[src/rtl/alarm_pkg.sv]
// Shared constants for the alarm-clock button path.
// Latency: n/a (declarations only).
// Backpressure: n/a (declarations only).
//
// Holds the press-controller state encoding and the default timing constants
// used by the alarm-clock button path.
package alarm_pkg;

    typedef logic [1:0] state_t;

    localparam state_t IDLE   = 2'd0;
    localparam state_t HOLD   = 2'd1;
    localparam state_t REPEAT = 2'd2;

    // Default timing, in i_Tick pulses (TICK_HZ strobe => 500 ms long-press,
    // 100 ms auto-repeat period).
    localparam int LONG_TICKS_DEFAULT   = 500;
    localparam int REPEAT_TICKS_DEFAULT = 100;
    localparam int TICK_HZ              = 1000;

endpackage

[src/rtl/button_press_ctrl_if.sv]
// Bundle of button-side inputs and user-intent event outputs.
// Latency: n/a (wiring only).
// Backpressure: none; events are fire-and-forget pulses.
//
// Signals:
//   i_Tick     time-base strobe into the controller
//   i_Button   debounced button level into the controller
//   o_Press, o_Release, o_Long, o_Repeat, o_Step   one-cycle event pulses
//   o_Held     level, button registered as held
// master drives the inputs and observes events; slave is the controller.
interface button_press_ctrl_if;

    logic i_Tick;
    logic i_Button;
    logic o_Press;
    logic o_Release;
    logic o_Long;
    logic o_Repeat;
    logic o_Step;
    logic o_Held;

    modport master (
        output i_Tick, i_Button,
        input  o_Press, o_Release, o_Long, o_Repeat, o_Step, o_Held
    );

    modport slave (
        input  i_Tick, i_Button,
        output o_Press, o_Release, o_Long, o_Repeat, o_Step, o_Held
    );

endinterface

[src/rtl/edge_detect.sv]
// Single-bit rise/fall detector against a registered copy of the input.
// Latency: combinational from i_Sig (edges compare against last cycle's value).
// Backpressure: none.
//
// Ports:
//   i_Clk, i_Reset   clock, async active-high reset (previous value resets to 0)
//   i_Sig            synchronous level to watch
//   o_Rise, o_Fall   high in the cycle i_Sig differs from its previous sample
module edge_detect (
    input  logic i_Clk,
    input  logic i_Reset,
    input  logic i_Sig,
    output logic o_Rise,
    output logic o_Fall
);

    logic r_Sig_Prev;

    always_ff @(posedge i_Clk or posedge i_Reset) begin
        if (i_Reset) begin
            r_Sig_Prev <= 1'b0;
        end else begin
            r_Sig_Prev <= i_Sig;
        end
    end

    assign o_Rise = i_Sig & ~r_Sig_Prev;
    assign o_Fall = ~i_Sig & r_Sig_Prev;

endmodule

[src/rtl/button_press_ctrl.sv]
// Turns a debounced button level into press/release/long/repeat/step events.
// Latency: every output is registered, 1 clock after the causing edge or tick.
// Backpressure: none; pulses are one cycle wide and cannot be stalled.
//
// Ports:
//   i_Clk, i_Reset   clock, async active-high reset
//   io_Btn           slave side of button_press_ctrl_if (i_Tick, i_Button in;
//                    o_Press, o_Release, o_Long, o_Repeat, o_Step, o_Held out)
module button_press_ctrl
    import alarm_pkg::*;
#(
    parameter int LONG_TICKS   = LONG_TICKS_DEFAULT,
    parameter int REPEAT_TICKS = REPEAT_TICKS_DEFAULT,
    parameter bit REPEAT_EN    = 1'b1
) (
    input  logic                i_Clk,
    input  logic                i_Reset,
    button_press_ctrl_if.slave  io_Btn
);

    localparam int CNT_MAX = (LONG_TICKS > REPEAT_TICKS) ? LONG_TICKS : REPEAT_TICKS;
    localparam int CNT_W   = $clog2(CNT_MAX) + 1;

    localparam logic [CNT_W-1:0] LONG_LAST   = CNT_W'(LONG_TICKS - 1);
    localparam logic [CNT_W-1:0] REPEAT_LAST = CNT_W'(REPEAT_TICKS - 1);

    state_t           r_State;
    state_t           w_State_Nxt;
    logic [CNT_W-1:0] r_Cnt;
    logic [CNT_W-1:0] w_Cnt_Nxt;

    logic w_Rise;
    logic w_Fall;

    logic w_Press;
    logic w_Release;
    logic w_Long;
    logic w_Repeat;

    logic r_Press;
    logic r_Release;
    logic r_Long;
    logic r_Repeat;
    logic r_Step;
    logic r_Held;

    edge_detect u_edge (
        .i_Clk   (i_Clk),
        .i_Reset (i_Reset),
        .i_Sig   (io_Btn.i_Button),
        .o_Rise  (w_Rise),
        .o_Fall  (w_Fall)
    );

    // State register
    always_ff @(posedge i_Clk or posedge i_Reset) begin
        if (i_Reset) begin
            r_State <= IDLE;
            r_Cnt   <= '0;
        end else begin
            r_State <= w_State_Nxt;
            r_Cnt   <= w_Cnt_Nxt;
        end
    end

    // Next-state and counter. Release is checked before the tick so a fall
    // coinciding with the terminal tick never produces a long/repeat event.
    always_comb begin
        w_State_Nxt = r_State;
        w_Cnt_Nxt   = r_Cnt;
        case (r_State)
            IDLE: begin
                if (w_Rise) begin
                    w_State_Nxt = HOLD;
                    w_Cnt_Nxt   = '0;
                end
            end
            HOLD: begin
                if (w_Fall) begin
                    w_State_Nxt = IDLE;
                    w_Cnt_Nxt   = '0;
                end else if (io_Btn.i_Tick) begin
                    if (r_Cnt == LONG_LAST) begin
                        w_State_Nxt = REPEAT;
                        w_Cnt_Nxt   = '0;
                    end else begin
                        w_Cnt_Nxt = r_Cnt + CNT_W'(1);
                    end
                end
            end
            REPEAT: begin
                if (w_Fall) begin
                    w_State_Nxt = IDLE;
                    w_Cnt_Nxt   = '0;
                end else if (io_Btn.i_Tick) begin
                    if (r_Cnt == REPEAT_LAST) begin
                        w_Cnt_Nxt = '0;
                    end else begin
                        w_Cnt_Nxt = r_Cnt + CNT_W'(1);
                    end
                end
            end
            default: begin
                w_State_Nxt = IDLE;
                w_Cnt_Nxt   = '0;
            end
        endcase
    end

    // Event decode, registered below
    always_comb begin
        w_Press   = 1'b0;
        w_Release = 1'b0;
        w_Long    = 1'b0;
        w_Repeat  = 1'b0;
        case (r_State)
            IDLE: begin
                w_Press = w_Rise;
            end
            HOLD: begin
                w_Release = w_Fall;
                w_Long    = ~w_Fall & io_Btn.i_Tick & (r_Cnt == LONG_LAST);
            end
            REPEAT: begin
                w_Release = w_Fall;
                w_Repeat  = REPEAT_EN & ~w_Fall & io_Btn.i_Tick & (r_Cnt == REPEAT_LAST);
            end
            default: ;
        endcase
    end

    // Press only comes from IDLE and repeat only from REPEAT, so o_Step can
    // never merge two adjacent events into a wider pulse.
    always_ff @(posedge i_Clk or posedge i_Reset) begin
        if (i_Reset) begin
            r_Press   <= 1'b0;
            r_Release <= 1'b0;
            r_Long    <= 1'b0;
            r_Repeat  <= 1'b0;
            r_Step    <= 1'b0;
            r_Held    <= 1'b0;
        end else begin
            r_Press   <= w_Press;
            r_Release <= w_Release;
            r_Long    <= w_Long;
            r_Repeat  <= w_Repeat;
            r_Step    <= w_Press | w_Repeat;
            r_Held    <= (w_State_Nxt != IDLE);
        end
    end

    assign io_Btn.o_Press   = r_Press;
    assign io_Btn.o_Release = r_Release;
    assign io_Btn.o_Long    = r_Long;
    assign io_Btn.o_Repeat  = r_Repeat;
    assign io_Btn.o_Step    = r_Step;
    assign io_Btn.o_Held    = r_Held;

endmodule

[src/flat_wrapper.sv]
// flat-port wrapper written by rule: the top's interface ports become plain ports
module button_press_ctrl_flat import alarm_pkg::*;
#(
    parameter int LONG_TICKS   = LONG_TICKS_DEFAULT,
    parameter int REPEAT_TICKS = REPEAT_TICKS_DEFAULT,
    parameter bit REPEAT_EN    = 1'b1
)
  (i_Clk, i_Reset, io_Btn_i_Tick, io_Btn_i_Button, io_Btn_o_Press, io_Btn_o_Release, io_Btn_o_Long, io_Btn_o_Repeat, io_Btn_o_Step, io_Btn_o_Held);
  button_press_ctrl_if io_Btn_i ();
  input  logic i_Clk;
  input  logic i_Reset;
  input wire logic [$bits(io_Btn_i.i_Tick)-1:0] io_Btn_i_Tick;
  input wire logic [$bits(io_Btn_i.i_Button)-1:0] io_Btn_i_Button;
  output wire logic [$bits(io_Btn_i.o_Press)-1:0] io_Btn_o_Press;
  output wire logic [$bits(io_Btn_i.o_Release)-1:0] io_Btn_o_Release;
  output wire logic [$bits(io_Btn_i.o_Long)-1:0] io_Btn_o_Long;
  output wire logic [$bits(io_Btn_i.o_Repeat)-1:0] io_Btn_o_Repeat;
  output wire logic [$bits(io_Btn_i.o_Step)-1:0] io_Btn_o_Step;
  output wire logic [$bits(io_Btn_i.o_Held)-1:0] io_Btn_o_Held;
  assign io_Btn_i.i_Tick = io_Btn_i_Tick;
  assign io_Btn_i.i_Button = io_Btn_i_Button;
  assign io_Btn_o_Press = io_Btn_i.o_Press;
  assign io_Btn_o_Release = io_Btn_i.o_Release;
  assign io_Btn_o_Long = io_Btn_i.o_Long;
  assign io_Btn_o_Repeat = io_Btn_i.o_Repeat;
  assign io_Btn_o_Step = io_Btn_i.o_Step;
  assign io_Btn_o_Held = io_Btn_i.o_Held;
  button_press_ctrl #(.LONG_TICKS(LONG_TICKS), .REPEAT_TICKS(REPEAT_TICKS), .REPEAT_EN(REPEAT_EN)) u_core (.i_Clk(i_Clk), .i_Reset(i_Reset), .io_Btn(io_Btn_i));
endmodule
[config.mk]
export PLATFORM = sky130hd
export DESIGN_NAME = button_press_ctrl_flat
export DESIGN_NICKNAME = d
export VERILOG_FILES = /design/src/rtl/alarm_pkg.sv /design/src/rtl/button_press_ctrl_if.sv /design/src/rtl/edge_detect.sv /design/src/rtl/button_press_ctrl.sv /design/src/flat_wrapper.sv
export SDC_FILE = /design/constraint.sdc
export NUM_CORES = 1
export LEC_CHECK = 0
export CORE_MARGIN = 3
export CORE_UTILIZATION = 24
export DETAILED_ROUTE_END_ITERATION = 16
export SKIP_CTS_REPAIR_TIMING = 1
export SYNTH_ARGS = -nofsm -noshare
export SYNTH_HDL_FRONTEND = slang
export SYNTH_SLANG_ARGS = --single-unit
[constraint.sdc]
create_clock -name i_Clk -period 1.7 [get_ports i_Clk]
set_input_delay 0.17 -clock i_Clk [delete_from_list [all_inputs] [get_ports i_Clk]]
set_output_delay 0.17 -clock i_Clk [all_outputs]
set_load 0.02 [all_outputs]
* Word-level counts from Yosys, hierarchy flattened *
Index checks and enable logic that the tools add are counted.

storage, ports and cells
  bits in registers = 19
  input bits = 4
  output and inout port bits = 6

operators by class
  add/subtract/negate cells = 1
  equality and inequality tests = 7
  muxes and demuxes = 18
  bitwise logic cells = 9
  reductions and logical operators = 4

operator list
  kind                     count
  $mux W10                 7
  $pmux W10 S3             1
  $add A10 B1 Y10 const B  1
  $eq A10 B7 Y1 const B    1
  $eq A10 B9 Y1 const B    1
  $mux W2                  5
  $ne A3 B2 Y1 const B     2
  $pmux W2 S3              1
  $and A1 B1 Y1            5
  $mux W1                  4
  $not A1 Y1               3
  $reduce_and A3 Y1        1
  $eq A2 B1 Y1 const B     1
  $eq A2 B2 Y1 const B     1
  $logic_not A2 Y1         1
  $ne A2 B1 Y1 const B     1
  $reduce_bool A2 Y1       1
  $reduce_or A2 Y1         1
  $or A1 B1 Y1             1

* Logic depth before layout (Yosys ltp) *
Gate-level depths: netlist of the first run.

  depth after elaboration = 7
  mapped depth = 8

* Cells and area by module *
From an unflattened synthesis of the first run, not the netlist that was laid out.

second synthesis, totals
  cell total of the unflattened synthesis = 104
  area total of the unflattened synthesis = 1023.5 sq um

modules (own cells, without submodules)
  module             instances  cells an instance  area an instance (sq um)
  button_press_ctrl  1          100                979.7
  edge_detect        1          4                  43.8

* Worst setup path after synthesis of the first run *
No wires, ideal clock.

  path type = reg2reg
  from = reg u_core.r_State[0]
  to = reg u_core.r_Cnt[9]
  data arrival time = 1535 ps
  path slack = 64 ps
  stages on the path, launching flop included = 9
  period minus slack after synthesis = 1636 ps
  path through = dfrtp_1 > inv_1 > ha_1 > nor2_1 > or2_2 > a21oi_2 > buf_2 > nand2_1 > o311ai_2

between the ends
  cells in the longest elaborated chain, start to end = 3
  elaborated cells on any way between the ends = 8

RTL lines
  element                                                               RTL line                 text
  start: declaration                                                    button_press_ctrl.sv:27  state_t r_State;
  start signal: assignment                                              button_press_ctrl.sv:61  r_State <= w_State_Nxt;
  $eq A2 B2 Y1 (tied with other cells)                                  button_press_ctrl.sv:71  case (r_State)
  $ne A3 B2 Y1 (no source line) / $ne A2 B1 Y1 (equally long branches)  --
  $reduce_and A3 Y1 (no source line)                                    --
  end signal: assignment                                                button_press_ctrl.sv:62  r_Cnt <= w_Cnt_Nxt;
  end: declaration                                                      button_press_ctrl.sv:29  logic [CNT_W-1:0] r_Cnt;

Several ways; a longest one is shown, not always the timed one.
A chain may end at the register's enable or synchronous reset.

* Worst setup path after layout of the first run *
  from = reg u_core.r_State[1]
  to = reg u_core.r_Cnt[9]

The elaborated chain is that of the path after synthesis.

==> qor.csv, run 1 <==
stage,metric,value,unit
clock_tree,CTS Buffer Depth,2,
critical_path,maximum fanout along the worst path,7,
global_route,GRT Total Usage,10.7,%
layout,final cell count without fillers,195,
timing,final worst slack,-0.0770,ns
layout,most frequent cells in the layout,"buf_4 (20), dfrtp_1 (19), nand2_1 (12), clkdlybuf4s50_1 (9), inv_1 (7)",
floorplan,I/O pin count,10,
critical_path,critical path's largest stage delay,0.39,ns
timing,"Slew Viols, Final",0,
timing,maximum clock rate,0.563,GHz
critical_path,Critical Path Sink Type,flip-flop,
yosys,synthesized net count,120,
critical_path,CP max stage cell,dfrtp_1,
global_route,first-pass GRT wire length,4340,um
clock_tree,H-tree Lvls,1,
global_route,initial antenna violation count,0,
timing,endpoints failing hold,0,
floorplan,Placeable Area,4200,um2
layout,post-route cell area,1600,um2
pwr,Lkg Pwr,0.665,nW
critical_path,worst path bufs/invs,2,
yosys,Post-Syn Area per Cell,9.86,um2
yosys,Yosys cell types,33,
detailed_routing,WL/cell,14.2,um
timing,Max-slew headroom,73.3,%
critical_path,R2R Setup Slk,-0.08,ns
floorplan,area of the die,5410,um2
floorplan,Die X,73.5,um
yosys,Yosys warning count,0,
pwr,PwrDens,1030,nW/um2
critical_path,reg-to-reg critical path endpoint,u_core.r_Cnt[9]$_DFFE_PP0P_,
global_route,largest net degree at the start of global routing,14,
clock_tree,CTS sink count,19,
critical_path,WS Path Type,reg2reg,
timing,final worst-path cycle share,105,%
detailed_routing,1st-iter DRT viols,35,
hold_path,hold crit path type,in2async,
place,DP Cell Count,185,
timing,Tmin final,1.78,ns
yosys,ys async rst share,100,%
clock_tree,clk root buf,clkbuf_8,
outcome,status,"complete, but fails checks",
run,Max Cap Violations,0,
detailed_routing,DRC,0,
layout,final net count,155,
yosys,post-synthesis register bit count,19,
floorplan,Initial Utilization,26.1,%
critical_path,CP top delay family,compound AO/OA/AOI/OAI gates,
detailed_routing,WL final,2760,um
layout,area of the multi-input gates,698,um2
clock_tree,"Reg clk slew, reported paths",0.08,ns
place,I/O Buffers,9,
clock_tree,CTS tree,built,
critical_path,FF-to-FF path depth,7,
global_route,vias in the first global route,915,
critical_path,critical-path cell list,inv_2 > buf_6 > ha_4 > and3_4 > o2bb2ai_4 > nand2b_4 > o311ai_4,
critical_path,startpoint types,flip-flop,
pwr,Max VDD drop,0.000441,V
layout,Layout area overhead,46.3,%
place,Post-DP HPWL,1920,um
outcome,failing checks,setup timing,
layout,# fillers,402,
timing,RSZ-0062 raised after global routing,yes,
global_route,grt ovf,0,
timing,Worst Max-Slew Pin Slew,0.396,ns
floorplan,Rows,23,
detailed_routing,via count,927,
critical_path,WP data arrival,1.95,ns
place,RePlAce Congestion,0.865,
detailed_routing,drt first pass iters,6,
clock_tree,CTS Buf Count,3,
yosys,"Top FF cell, synth",dfrtp_1,
yosys,register area share after synthesis,43.4,%
yosys,Gate Count Post-Synth,111,
floorplan,Die Ht,73.5,um
layout,"most common cell after layout, fill and taps aside",buf_4,
timing,# setup viols final,4,
detailed_routing,vias per cell,4.75,
clock_tree,worst skew pair latency,0.26,ns
layout,Register Area,475,um2
yosys,"EDFF count, synth",0,
detailed_routing,post-route ant nets,0,
timing,clock skew,0.00358,ns
critical_path,Critical Path RT,1.87,ns
critical_path,Worst R2R Start,u_core.r_State[1]$_DFF_PP0_,
layout,# diodes,0,
yosys,mapped cell area,1090,um2
layout,fraction of layout cells with a size suffix above 1,39.3,%
place,dpl cell area,1360,um2
[cell families after synthesis]
logic type                 after synthesis  synth area share [%]
DFF                                     19                  43.4
buffers and inverters                   12                  5.03
adders and majority gates                5                  5.71
and+or+nand+nor                         50                  26.9
AOI/OAI and AO/OA                       25                  19.0
[worst register-to-register path, stage by stage, from the launching register on]
cell and delay [ns]:
dfrtp_1 0.39, inv_2 0.05, buf_6 0.12, ha_4 0.29, and3_4 0.20, o2bb2ai_4 0.18, nand2b_4 0.16, o311ai_4 0.30
[state kept, by name, indices dropped and copies added (netlist names)]
signal / flops
u_core.io_Btn.o_Long: 1
u_core.io_Btn.o_Press: 1
u_core.io_Btn.o_Release: 1
u_core.r_Cnt: 10
u_core.io_Btn.o_Step: 1
u_core.io_Btn.o_Held: 1
u_core.io_Btn.o_Repeat: 1
u_core.u_edge.r_Sig_Prev: 1
u_core.r_State: 2
[layout make-up]
class | instances | share of cell area, %
well taps | 50 | 3.91
repair buffers | 33 | 17.8
flip-flops and latches | 19 | 29.7
inverters | 9 | 2.11
clock buffers | 3 | 2.58
clock inverters | 1 | 0.312
multi-input cells | 80 | 43.6
[where the power goes]
| part | switching (mW) | total [mW] | internal, mW |
|---|---|---|---|
| Clock | 0.164 | 0.328 | 0.164 |
| Sequential | 0.0300 | 0.531 | 0.501 |
| Combinational | 0.387 | 0.799 | 0.412 |
[metrics by stage]
| stage | total power, mW | TNS (ns) | hold WS [ns] | setup slack (ns) | utilization (%) |
|---|---|---|---|---|---|
| floorplan | 0.860 | 0 | 0.121 | 0.0641 | - |
| global placement | 1.10 | -0.378 | 0.411 | -0.0709 | 32.4 |
| detailed placement | 1.12 | -0.979 | 0.438 | -0.146 | 32.4 |
| CTS | 1.46 | -0.990 | 0.147 | -0.131 | 33.5 |
| global route | 1.76 | -0.981 | 0.172 | -0.160 | 38.1 |
| finish | 1.66 | -0.193 | 0.141 | -0.0770 | 38.1 |
[synth_stat cells, types with 2 or more instances]
cell type,n,area share (%)
a21oi_1,4,1.8
a22o_1,2,1.6
and2_1,2,1.1
and3_1,4,2.3
buf_2,2,0.91
dfrtp_1,19,43
ha_1,5,5.7
inv_1,9,3.1
nand2_1,13,4.5
nand2b_1,2,1.1
nand3_1,8,3.7
nand4_1,3,1.7
nor2_1,5,1.7
o21ai_0,7,3.2
o22ai_1,3,1.7
o311ai_2,3,4.5
or2_2,4,2.3
[how the worst max path moves through the flow]
| stage | cells after the start | start | slack (ns) | to |
|---|---|---|---|---|
| 3_3_place_gp | 6 | io_Btn_i_Button | -0.07 | u_core.r_Cnt[8]$_DFFE_PP0P_ |
| 4_1_cts | 7 | u_core.r_State[1]$_DFF_PP0_ | -0.13 | u_core.r_Cnt[9]$_DFFE_PP0P_ |
| 6_report | 7 | u_core.r_State[1]$_DFF_PP0_ | -0.08 | u_core.r_Cnt[9]$_DFFE_PP0P_ |
| 3_5_place_dp | 6 | io_Btn_i_Button | -0.15 | u_core.r_Cnt[9]$_DFFE_PP0P_ |
| 2_1_floorplan | 8 | u_core.r_State[0]$_DFF_PP0_ | 0.06 | u_core.r_Cnt[9]$_DFFE_PP0P_ |
| 5_1_grt | 7 | u_core.r_State[1]$_DFF_PP0_ | -0.16 | u_core.r_Cnt[7]$_DFFE_PP0P_ |
[per-layer routing]
layer	vias up	GRT usage (%)	part of all wire, %
li1	464	-	-
met1	446	13.6	49
met2	15	16.5	48
met3	2	2.46	2.3
met4	0	6.04	0.80
met5	-	0	0
Power figures use the tool's default switching activity.
==> inputs of run 2 (changes only) <==
--- a/config.mk
+++ b/config.mk
@@ -6,7 +6,7 @@
 export NUM_CORES = 1
 export LEC_CHECK = 0
 export CORE_MARGIN = 3
-export CORE_UTILIZATION = 24
+export CORE_UTILIZATION = 33
 export DETAILED_ROUTE_END_ITERATION = 16
 export SKIP_CTS_REPAIR_TIMING = 1
 export SYNTH_ARGS = -nofsm -noshare
==> constraint.sdc (replaced) <==
create_clock -name i_Clk -period 1.7 [get_ports i_Clk]
set_input_delay 0.17 -clock i_Clk [delete_from_list [all_inputs] [get_ports i_Clk]]
set_output_delay 0.17 -clock i_Clk [all_outputs]
set_load 0.01 [all_outputs]
==> run 2 against run 1 <==
Effect of this change:
- largest cell class unchanged
- critical path depth stayed put
- the run still ends with setup timing left
- clock power down 30%
- first-iteration DRC count is 100% higher
==> qor.csv, run 2 (synthesis results as in run 1) <==
stage,metric,value,unit,change
outcome,status,"complete, but fails checks",,unchanged
outcome,failing checks,setup timing,,unchanged
layout,final cell count without fillers,188,,was 195
layout,# diodes,0,,unchanged
critical_path,Worst R2R Start,u_core.r_Cnt[0]$_DFFE_PP0P_,,was u_core.r_State[1]$_DFF_PP0_
detailed_routing,post-route ant nets,0,,unchanged
clock_tree,CTS Buf Count,3,,unchanged
detailed_routing,DRC,0,,unchanged
clock_tree,H-tree Lvls,1,,unchanged
timing,Max-slew headroom,79.7,%,was 73.3%
pwr,Internal,0.960,mW,was 1.08 mW
detailed_routing,WL final,2430,um,was 2760 um
timing,"Slew Viols, Final",0,,unchanged
floorplan,area of the die,4040,um2,was 5410 um2
timing,Worst Max-Slew Pin Slew,0.302,ns,was 0.396 ns
critical_path,Critical Path RT,1.89,ns,was 1.87 ns
global_route,first-pass GRT wire length,4110,um,was 4340 um
layout,post-route cell area,1500,um2,was 1600 um2
layout,Largest Register,u_core.r_Cnt,,unchanged
layout,most frequent cells in the layout,"buf_4 (20), dfrtp_1 (19), nand2_1 (12), inv_1 (9), clkdlybuf4s50_1 (9)",,"was buf_4 (20), dfrtp_1 (19), nand2_1 (12), clkdlybuf4s50_1 (9), inv_1 (7)"
timing,Fin Setup TNS,-0.208,ns,was -0.193 ns
floorplan,Rows,20,,was 23
run,Max Cap Violations,0,,unchanged
global_route,vias in the first global route,911,,was 915
timing,# setup viols final,6,,was 4
floorplan,Initial Utilization,35.3,%,was 26.1%
detailed_routing,drt first pass iters,4,,was 6
global_route,grt ovf,0,,unchanged
pwr,PwrDens,957,nW/um2,was 1030 nW/um2
place,DP Worst Slack,-0.126,ns,was -0.146 ns
critical_path,Critical Path Sink Type,flip-flop,,unchanged
clock_tree,CTS tree,built,,unchanged
pwr,Switching Share,33.0,%,was 35.1%
timing,Tmin final,1.76,ns,was 1.78 ns
pwr,Max VDD drop,0.000314,V,was 0.000441 V
global_route,largest net degree at the start of global routing,20,,was 14
clock_tree,CTS Buffer Depth,2,,unchanged
global_route,initial antenna violation count,0,,unchanged
critical_path,WP data arrival,1.95,ns,about the same
place,RePlAce Congestion,0.841,,was 0.865
hold_path,hold crit path type,in2async,,unchanged
layout,leading registers by flop count,"u_core.r_Cnt (10), u_core.r_State (2)",,unchanged
critical_path,maximum fanout along the worst path,3,,was 7
timing,final worst slack,-0.0609,ns,was -0.0770 ns
clock_tree,worst skew pair latency,0.29,ns,was 0.26 ns
layout,final net count,154,,was 155
floorplan,I/O pin count,10,,unchanged
floorplan,Placeable Area,3100,um2,was 4200 um2
layout,# fillers,325,,was 402
layout,Layout area overhead,36.7,%,was 46.3%
pwr,Logic pwr share,47.3,%,was 48.2%
floorplan,Die Ht,63.6,um,was 73.5 um
global_route,GRT Total Usage,12.6,%,was 10.7%
layout,Largest register FFs,10,,unchanged
clock_tree,clk root buf,clkbuf_4,,was clkbuf_8
pwr,Overall Power,1.43,mW,was 1.66 mW
critical_path,R2R Setup Slk,-0.06,ns,was -0.08 ns
layout,"most common cell after layout, fill and taps aside",buf_4,,unchanged
clock_tree,CTS sink count,19,,unchanged
detailed_routing,WL/cell,12.9,um,was 14.2 um
timing,RSZ-0062 raised after global routing,yes,,unchanged
timing,maximum clock rate,0.568,GHz,was 0.563 GHz
timing,final worst-path cycle share,104,%,was 105%
critical_path,WS Path Type,reg2reg,,unchanged
critical_path,startpoint types,flip-flop,,unchanged
detailed_routing,via count,946,,was 927
place,DP Cell Count,182,,was 185
pwr,Reg power frac,36.7,%,was 32.0%
timing,clock skew,0.00489,ns,was 0.00358 ns
critical_path,Worst Setup SP,u_core.r_Cnt[0]$_DFFE_PP0P_,,was u_core.r_State[1]$_DFF_PP0_
timing,endpoints failing hold,0,,unchanged
floorplan,Die X,63.6,um,was 73.5 um
detailed_routing,1st-iter DRT viols,70,,was 35
layout,fraction of layout cells with a size suffix above 1,32.6,%,was 39.3%
detailed_routing,vias per cell,5.03,,was 4.75
place,Post-DP HPWL,1740,um,was 1920 um
pwr,clock group share of total power,16.0,%,was 19.8%
clock_tree,"Reg clk slew, reported paths",0.11,ns,was 0.08 ns
place,dpl cell area,1380,um2,was 1360 um2
pwr,Lkg Pwr,0.637,nW,was 0.665 nW
pwr,sw power,0.472,mW,was 0.581 mW
place,I/O Buffers,9,,unchanged
run 2: critical path, cell delays in order, from the launching register on:
cell and delay [ns]:
dfrtp_1 0.38, ha_2 0.19, nor4b_4 0.28, buf_4 0.17, nand2_2 0.05, o21a_1 0.17
o31a_1 0.26, o21bai_4 0.17
run 2: cell type report:
cell class	count	area (um2)	share of cell area, %
well taps	44	55.1	3.68
repair buffers	31	263	17.6
inverters	9	33.8	2.26
flip-flops and latches	19	475	31.8
multi-input cells	81	643	43.0
clock buffers	4	26.3	1.76
run 2: path summary, 6_finish.rpt:
kind                                                            to  cells after the start
max in group asynchronous           u_core.io_Btn.o_Held$_DFF_PP0_                      3
worst min-delay path                   u_core.r_Cnt[5]$_DFFE_PP0P_                      3
worst min register to register         u_core.r_Cnt[8]$_DFFE_PP0P_                      1
worst max-delay path                u_core.io_Btn.o_Held$_DFF_PP0_                      7
worst max register to register      u_core.io_Btn.o_Held$_DFF_PP0_                      7
min in group i_Clk              u_core.u_edge.r_Sig_Prev$_DFF_PP0_                      2
run 2: per-layer routing:
layer	track usage, %	vias to the layer above	share of wire, %
li1	-	462	-
met5	0	-	0
met4	5.66	0	1.5
met3	1.07	4	2.3
met1	16.5	463	47
met2	20.9	17	50
run 2: power by group through the flow:
stage | Combinational [mW] | Clock (mW) | Sequential [mW]
finish | 0.677 | 0.229 | 0.525
global placement | 0.546 | 0 | 0.532
floorplan | 0.294 | 0 | 0.549
detailed placement | 0.558 | 0 | 0.535
global route | 0.744 | 0.254 | 0.532
CTS | 0.563 | 0.239 | 0.526
run 2: stage by stage:
step	util (%)	hold slack [ns]
floorplan	-	0.121
global placement	44.4	0.514
detailed placement	44.4	0.524
CTS	45.2	0.191
global route	48.2	0.231
finish	48.2	0.192
==> inputs of run 3 (changes only) <==
==> constraint.sdc (replaced) <==
create_clock -name i_Clk -period 1.93 [get_ports i_Clk]
set_input_delay 0.193 -clock i_Clk [delete_from_list [all_inputs] [get_ports i_Clk]]
set_output_delay 0.193 -clock i_Clk [all_outputs]
set_load 0.01 [all_outputs]
==> run 3 against run 2 <==
Effect of this change:
- the flow now finishes without violations
- sequential power shrank 11%
- first-iteration DRC count shrank 43%
- die area is the same
- critical path depth fell by 1
- via count fell by 10%
- setup slack improved by 0.17 ns
- fmax is 3.4% lower
- count of clock-buffer cells in the layout decreased by 1
- worst hold slack better by 0.0025 ns
- largest cell class unchanged
- core utilization decreased by 6.1 points
- clock power fell by 4%
==> qor.csv, run 3 (synthesis results as in run 1) <==
stage,metric,value,unit,change
floorplan,Rows,20,,unchanged
layout,most frequent cells in the layout,"dfrtp_1 (19), nand2_1 (13), inv_1 (9), clkdlybuf4s50_1 (9), nand3_1 (8)",,"was buf_4 (20), dfrtp_1 (19), nand2_1 (12), inv_1 (9), clkdlybuf4s50_1 (9)"
layout,# diodes,0,,unchanged
floorplan,Die Ht,63.6,um,unchanged
floorplan,I/O pin count,10,,unchanged
floorplan,Initial Utilization,35.3,%,unchanged
detailed_routing,vias per cell,4.97,,was 5.03
global_route,met1 Use GR,14.4,%,was 16.5%
timing,WHS,0.194,ns,was 0.192 ns
layout,Layout area overhead,19.4,%,was 36.7%
layout,Largest register FFs,10,,unchanged
floorplan,Die X,63.6,um,unchanged
detailed_routing,1st-iter DRT viols,40,,was 70
critical_path,startpoint types,flip-flop,,unchanged
detailed_routing,WL/cell,12.3,um,was 12.9 um
clock_tree,CTS sink count,19,,unchanged
global_route,GRT Total Usage,11.8,%,was 12.6%
layout,fin util,42.1,%,was 48.2%
timing,Fin Setup TNS,0,ns,was -0.208 ns
clock_tree,CTS tree,built,,unchanged
pwr,Max VDD drop,0.000300,V,was 0.000314 V
timing,maximum clock rate,0.549,GHz,was 0.568 GHz
pwr,PwrDens,839,nW/um2,was 957 nW/um2
layout,fraction of layout cells with a size suffix above 1,18.1,%,was 32.6%
detailed_routing,DRC,0,,unchanged
critical_path,maximum fanout along the worst path,10,,was 3
clock_tree,CTS Buffer Depth,2,,unchanged
timing,RSZ-0062 raised after global routing,no,,was yes
timing,endpoints failing hold,0,,unchanged
clock_tree,CTS Buf Count,3,,unchanged
global_route,busiest grt layer,met2,,unchanged
layout,area of the multi-input gates,578,um2,was 643 um2
timing,final worst-path cycle share,94.5,%,was 104%
timing,clock skew,0.00278,ns,was 0.00489 ns
critical_path,WS Path Type,reg2reg,,unchanged
critical_path,Critical Path Sink Type,flip-flop,,unchanged
layout,final net count,137,,was 154
global_route,initial antenna violation count,0,,unchanged
place,I/O Buffers,9,,unchanged
timing,Worst Max-Slew Pin Slew,0.445,ns,was 0.302 ns
global_route,routing usage on met2,19.9,%,was 20.9%
critical_path,Critical Path RT,2.15,ns,was 1.89 ns
global_route,first-pass GRT wire length,3830,um,was 4110 um
pwr,Overall Power,1.10,mW,was 1.43 mW
layout,# fillers,325,,unchanged
place,DP Cell Count,167,,was 182
timing,"Slew Viols, Final",0,,unchanged
outcome,status,completed,,"was complete, but fails checks"
place,RePlAce Congestion,0.779,,was 0.841
place,Post-DP HPWL,1630,um,was 1740 um
layout,Largest Register,u_core.r_Cnt,,unchanged
clock_tree,"Reg clk slew, reported paths",0.12,ns,was 0.11 ns
detailed_routing,WL final,2100,um,was 2430 um
detailed_routing,drt first pass iters,4,,unchanged
clock_tree,H-tree Lvls,1,,unchanged
clock_tree,clk root buf,clkbuf_4,,unchanged
layout,"most common cell after layout, fill and taps aside",dfrtp_1,,was buf_4
run,Max Cap Violations,0,,unchanged
global_route,largest net degree at the start of global routing,20,,unchanged
global_route,M3 GR Usage,1.60,%,was 1.07%
layout,Register Area,475,um2,unchanged
pwr,Lkg Pwr,0.532,nW,was 0.637 nW
detailed_routing,post-route ant nets,0,,unchanged
global_route,grt ovf,0,,unchanged
critical_path,WP data arrival,2.04,ns,was 1.95 ns
timing,Max-slew headroom,70.0,%,was 79.7%
timing,Tmin final,1.82,ns,was 1.76 ns
clock_tree,worst skew pair latency,0.31,ns,was 0.29 ns
layout,leading registers by flop count,"u_core.r_Cnt (10), u_core.r_State (2)",,unchanged
global_route,vias in the first global route,900,,was 911
hold_path,hold crit path type,in2async,,unchanged
floorplan,Placeable Area,3100,um2,unchanged
timing,# setup viols final,0,,was 6
floorplan,area of the die,4040,um2,unchanged
layout,final cell count without fillers,171,,was 188
detailed_routing,via count,850,,was 946
## run 3: cell types whose count changed in the layout (fill, tap and decap cells not counted), sizes merged
cell      before  now
clkinvlp       0    1
clkbuf         4    3
buf           22    6
o2bb2ai        2    1
## run 3: routing by layer
metal | share of wire, % | up-vias
li1 | - | 427
met4 | 2.8 | 0
met3 | 3.1 | 5
met5 | 0 | -
met2 | 48 | 18
met1 | 46 | 400
## run 3: path summary, 6_finish.rpt
kind                                                            to                        start  cells past startpoint  slack [ns]
worst max-delay path                   u_core.r_Cnt[8]$_DFFE_PP0P_  u_core.r_Cnt[0]$_DFFE_PP0P_                      6        0.11
worst min-delay path                   u_core.r_Cnt[3]$_DFFE_PP0P_                      i_Reset                      3        0.19
min in group i_Clk              u_core.u_edge.r_Sig_Prev$_DFF_PP0_              io_Btn_i_Button                      1        0.40
worst max register to register         u_core.r_Cnt[8]$_DFFE_PP0P_  u_core.r_Cnt[0]$_DFFE_PP0P_                      6        0.11
max in group asynchronous              u_core.r_Cnt[6]$_DFFE_PP0P_                      i_Reset                      3        1.54
worst min register to register         u_core.r_Cnt[1]$_DFFE_PP0P_  u_core.r_Cnt[1]$_DFFE_PP0P_                      2        0.52
## run 3: critical path: stages, from the launching register on
cell and delay, ns:
dfrtp_1 0.42, ha_1 0.27, nor4b_4 0.16, nor3b_4 0.16, o2bb2ai_4 0.30, nand2b_4 0.13
o311ai_2 0.28
## run 3: metrics by stage
step	worst slack, ns	cell area, um2
2_1_floorplan	0.294	1090
3_3_place_gp	0.127	1260
3_5_place_dp	0.0492	1260
4_1_cts	0.0713	1290
5_1_grt	0.00715	1310
6_report	0.107	1310
## run 3: where the power goes
part           total (mW)  switching, mW  internal, mW
registers           0.469         0.0284         0.441
clock network       0.220          0.141        0.0793
logic               0.408          0.212         0.196
## run 3: area by class of cell
| cell class | count | share of cell area (%) |
|---|---|---|
| clock inverter | 1 | 0.574 |
| multi-input combinational | 80 | 44.2 |
| sequential | 19 | 36.4 |
| tap | 44 | 4.21 |
| timing repair buffer | 15 | 10.3 |
| clock buffer | 3 | 1.72 |
| inverter | 9 | 2.58 |
